`src/rtl/mux_arb_pkg.sv`:
```
// Shared constants, state encoding and helpers for the round-robin mux select arbiter.
package mux_arb_pkg;
    localparam int NUM_CH       = 4;
    localparam int SEL_W        = 2;
    localparam int HOLD_W       = 4;
    localparam int MAX_HOLD_DEF = 4;

    typedef enum logic {
        IDLE  = 1'b0,
        GRANT = 1'b1
    } arb_state_t;

    function automatic logic [NUM_CH-1:0] sel2onehot(input logic [SEL_W-1:0] s);
        return NUM_CH'(1) << s;
    endfunction
endpackage

```
`src/rtl/rr_pick.sv`:
```
// Combinational round-robin search: first requester at or after ptr, skipping excluded channels.
module rr_pick
    import mux_arb_pkg::*;
(
    input  logic [NUM_CH-1:0] i_req,
    input  logic [SEL_W-1:0]  i_ptr,
    input  logic [NUM_CH-1:0] i_excl,
    output logic [SEL_W-1:0]  o_idx,
    output logic              o_found
);
    logic [NUM_CH-1:0] w_cand;

    assign w_cand = i_req & ~i_excl;

    // Walk the order backwards so the candidate closest to ptr is written last and wins.
    always_comb begin
        logic [SEL_W-1:0] w_pos;
        o_idx   = '0;
        o_found = 1'b0;
        w_pos   = '0;
        for (int k = NUM_CH - 1; k >= 0; k--) begin
            w_pos = i_ptr + SEL_W'(k);
            if (w_cand[w_pos]) begin
                o_idx   = w_pos;
                o_found = 1'b1;
            end
        end
    end
endmodule

```
`src/rtl/mux_sel_arbiter.sv`:
```
// Round-robin select generator for a 4x1 mux with a bounded per-channel hold time.
module mux_sel_arbiter
    import mux_arb_pkg::*;
#(
    parameter int MAX_HOLD = MAX_HOLD_DEF
) (
    input  logic              clk,
    input  logic              rst,
    input  logic [NUM_CH-1:0] req,
    output logic [NUM_CH-1:0] gnt,
    output logic [SEL_W-1:0]  sel,
    output logic              valid
);
    arb_state_t        r_state;
    logic [NUM_CH-1:0] r_gnt;
    logic [SEL_W-1:0]  r_sel;
    logic              r_valid;
    logic [SEL_W-1:0]  r_ptr;
    logic [HOLD_W-1:0] r_hold_cnt;

    arb_state_t        w_state_next;
    logic [NUM_CH-1:0] w_gnt_next;
    logic [SEL_W-1:0]  w_sel_next;
    logic              w_valid_next;
    logic [SEL_W-1:0]  w_ptr_next;
    logic [HOLD_W-1:0] w_hold_cnt_next;

    logic              w_take;
    logic              w_hold_inc;
    logic              w_hold_reload;
    logic [NUM_CH-1:0] w_excl;
    logic [SEL_W-1:0]  w_idx;
    logic              w_found;

    // While granted, ptr already sits just past sel, so excluding sel leaves only other channels.
    assign w_excl = (r_state == GRANT) ? sel2onehot(r_sel) : '0;

    rr_pick u_rr_pick (
        .i_req   (req),
        .i_ptr   (r_ptr),
        .i_excl  (w_excl),
        .o_idx   (w_idx),
        .o_found (w_found)
    );

    always_ff @(posedge clk or posedge rst) begin
        if (rst) begin
            r_state    <= IDLE;
            r_gnt      <= '0;
            r_sel      <= '0;
            r_valid    <= 1'b0;
            r_ptr      <= '0;
            r_hold_cnt <= '0;
        end else begin
            r_state    <= w_state_next;
            r_gnt      <= w_gnt_next;
            r_sel      <= w_sel_next;
            r_valid    <= w_valid_next;
            r_ptr      <= w_ptr_next;
            r_hold_cnt <= w_hold_cnt_next;
        end
    end

    always_comb begin
        w_state_next  = r_state;
        w_take        = 1'b0;
        w_hold_inc    = 1'b0;
        w_hold_reload = 1'b0;
        case (r_state)
            IDLE: begin
                if (w_found) begin
                    w_state_next = GRANT;
                    w_take       = 1'b1;
                end
            end
            GRANT: begin
                if (!req[r_sel]) begin
                    if (w_found) w_take = 1'b1;
                    else         w_state_next = IDLE;
                end else if (r_hold_cnt < HOLD_W'(MAX_HOLD)) begin
                    w_hold_inc = 1'b1;
                end else if (w_found) begin
                    w_take = 1'b1;
                end else begin
                    w_hold_reload = 1'b1;
                end
            end
            default: w_state_next = IDLE;
        endcase
    end

    always_comb begin
        w_gnt_next      = r_gnt;
        w_sel_next      = r_sel;
        w_valid_next    = r_valid;
        w_ptr_next      = r_ptr;
        w_hold_cnt_next = r_hold_cnt;
        if (w_take) begin
            w_gnt_next      = sel2onehot(w_idx);
            w_sel_next      = w_idx;
            w_valid_next    = 1'b1;
            w_ptr_next      = w_idx + SEL_W'(1);
            w_hold_cnt_next = HOLD_W'(1);
        end else if (w_hold_inc) begin
            w_hold_cnt_next = r_hold_cnt + HOLD_W'(1);
        end else if (w_hold_reload) begin
            w_hold_cnt_next = HOLD_W'(1);
        end else if (w_state_next == IDLE) begin
            w_gnt_next   = '0;
            w_valid_next = 1'b0;
        end
    end

    assign gnt   = r_gnt;
    assign sel   = r_sel;
    assign valid = r_valid;
endmodule

```
`config.mk`:
```
export PLATFORM = sky130hd
export DESIGN_NAME = mux_sel_arbiter
export DESIGN_NICKNAME = d
export VERILOG_FILES = /design/src/rtl/mux_arb_pkg.sv /design/src/rtl/rr_pick.sv /design/src/rtl/mux_sel_arbiter.sv
export SDC_FILE = /design/constraint.sdc
export NUM_CORES = 1
export LEC_CHECK = 0
export CAP_MARGIN = 20
export CORE_AREA = 5 5 54 61
export DETAILED_ROUTE_END_ITERATION = 8
export DIE_AREA = 0 0 59 66
export DONT_BUFFER_PORTS = 1
export GPL_TIMING_DRIVEN = 0
export HOLD_SLACK_MARGIN = 0.03
export MAX_ROUTING_LAYER = met4
export PLACE_DENSITY = 0.45
export SLEW_MARGIN = 5
export SYNTH_ARGS = -nofsm -noshare
export SYNTH_HDL_FRONTEND = slang
export SYNTH_HIERARCHICAL = 1
export SYNTH_SLANG_ARGS = --single-unit
```
`constraint.sdc`:
```
create_clock -name clk -period 5.9 [get_ports clk]
set_clock_uncertainty 0.1 [all_clocks]
set_input_delay 1.77 -clock clk [delete_from_list [all_inputs] [get_ports clk]]
set_output_delay 1.77 -clock clk [all_outputs]
set_load 0.1 [all_outputs]
```
==> out/summary.txt <==
Critical Path Start Type: register
clock buffer depth: 2
Final Cycle Share: 0.5429
die width: 59 µm
post-synthesis cell type count: 28
total CTS buffers: 3
Worst-path clk slew: 0.09 ns
Resized Gates After CTS: 0
ant diodes: 0
most frequent cells in the layout: dfrtp_1 (14), inv_1 (6), ha_1 (5)
R2R setup slack: 3.06 ns
# DRC: 0
root buffer cell: clkbuf_4
hold path startpoint: r_hold_cnt[3]
H-tree lvl count: 1
port bufs: 0
Worst-Margin Slew: 1.050 ns
die area: 3894 µm²
Die H: 66 µm
Vias per Instance: 5.055
hold endpoint: r_hold_cnt[3]
io pins: 13
area of the core: 2653 µm²
Post-DRT Antenna Nets: 0
share of cells above drive strength 1: 0.2105
minimum clock period: 3.203 ns
Slew Viols, Final: 0
WP data arrival: 1.33 ns
Mapped Avg Cell Area: 10.97 µm²
initial DRC count: 26
hold depth: 2
commonest non-fill, non-tap cell in the layout: dfrtp_1
Hold Violations, Final: 0
HPWL after DPL: 1191 µm
run status: complete, no violations
Max-Cap Viols: 0
setup repair bufs after CTS: 0
setup TNS: 0 ns
Rows: 20
#FFs+latches synth: 14
first-pass GRT wire length: 2697 µm
Seq/Total Area, Yosys: 0.4437
CTS sink cnt: 14
largest area contributor in the synthesized netlist: dfrtp_1
WS Path Type: reg -> out
Setup Viol. Count Final: 0
yosys warns: 6
vias in the first global route: 567
WL final: 1565 µm
worst r2r src: sel[1]
initial antenna violation count: 0
CP max FO: 7
clock latency on the worst-skew pair: 0.28 ns
Critical Path End Type: output port
synthesized area: 789.5 µm²
leading post-synthesis cells by cell area: dfrtp_1 (44%), ha_1 (7.9%), mux2_2 (5.7%)
Mapped Cells: 72
Worst EP required: 4.03 ns
f_max: 312.2 MHz
Vias: 551
grt ovf: 0
Initial Util: 0.2976
Pre-Repair DR Iteration Count: 2
cts-stage hold buffer count: 0
wire per inst: 14.36 µm
final net count: 88
Synth top area share: 0.4437
TritonCTS clock tree: built
worst reg-to-reg path cell count: 7
Net Count, Synth: 83
Relative slew margins: 0.3003
RSZ-0062 raised after global routing: false
Hold WC Path Type: reg -> reg
total track usage: 0.09653
pin count of the biggest net entering global routing: 15
GP Congestion: 0.7646
area grow syn2layout: 9.826%
worst flop-to-flop path endpoint: r_ptr[1]
[registers in the layout, summed over array words and instances (netlist names)]
signal and flops:
r_hold_cnt 4, valid 1, sel 2, gnt 4, r_state 1, r_ptr 2
[metal layers]
metal / up-vias / routed length, µm / track usage
met4: 0 / 41 / 0.05949
met3: 5 / 106 / 0.01953
li1: 266 / - / -
met5: - / 0 / -
met2: 11 / 701 / 0.1354
met1: 269 / 715 / 0.1257
[Yosys cell counts (all sizes together)]
cell type,instances
nor3b,1
nand3b,1
and3b,1
a211oi,1
inv,6
nand2b,3
a21o,2
a31oi,1
and3,1
nor3,1
nand3,1
nand4,3
o21ai,5
and2,1
dfrtp,14
mux4,1
nor2,3
mux2,4
clkbuf,2
nor2b,4
ha,5
a32o,4
a21oi,2
o21a,1
nand2,3
mux2i,1
[metrics by stage]
step           worst slack [ns]    util  area (µm²)  hold slack [ns]  std cells
2_1_floorplan             2.734       -       789.5           0.3854         72
3_3_place_gp              2.610  0.3132       830.8           0.4149        105
3_5_place_dp              2.584  0.3132       830.8           0.4149        105
4_1_cts                   2.682  0.3269       867.1           0.4280        109
5_1_grt                   2.639  0.3269       867.1           0.4664        109
6_report                  2.697  0.3269       867.1           0.4239        109
[worst max path at each step]
stage / start / to / slack, ns / cells past startpoint
floorplan: req[3] / sel[0] / 2.73 / 3
global placement: req[1] / r_ptr[1] / 2.61 / 6
detailed placement: req[1] / r_ptr[1] / 2.58 / 6
CTS: sel[0] / sel[0] / 2.68 / 0
global route: sel[0] / sel[0] / 2.64 / 0
finish: sel[0] / sel[0] / 2.70 / 0
[cell type report]
type,count,area [µm²]
multi-input cells,50,407.9
fillers,291,1785
plain buffers,2,8.758
flip-flops and latches,14,350.3
well taps,33,41.29
inverters,6,22.52
clock buffers,4,36.28
[cells by family after synthesis]
| group | synth area share |
|---|---|
| and+or+nand+nor | 0.1696 |
| AOI/OAI and AO/OA | 0.1696 |
| DFF | 0.4437 |
| buffers and inverters | 0.03961 |
| muxes | 0.09825 |
| adders and majority gates | 0.07924 |
Power is not shown: default switching activity piles up to over one toggle a cycle in this logic, so the estimate is an artifact.
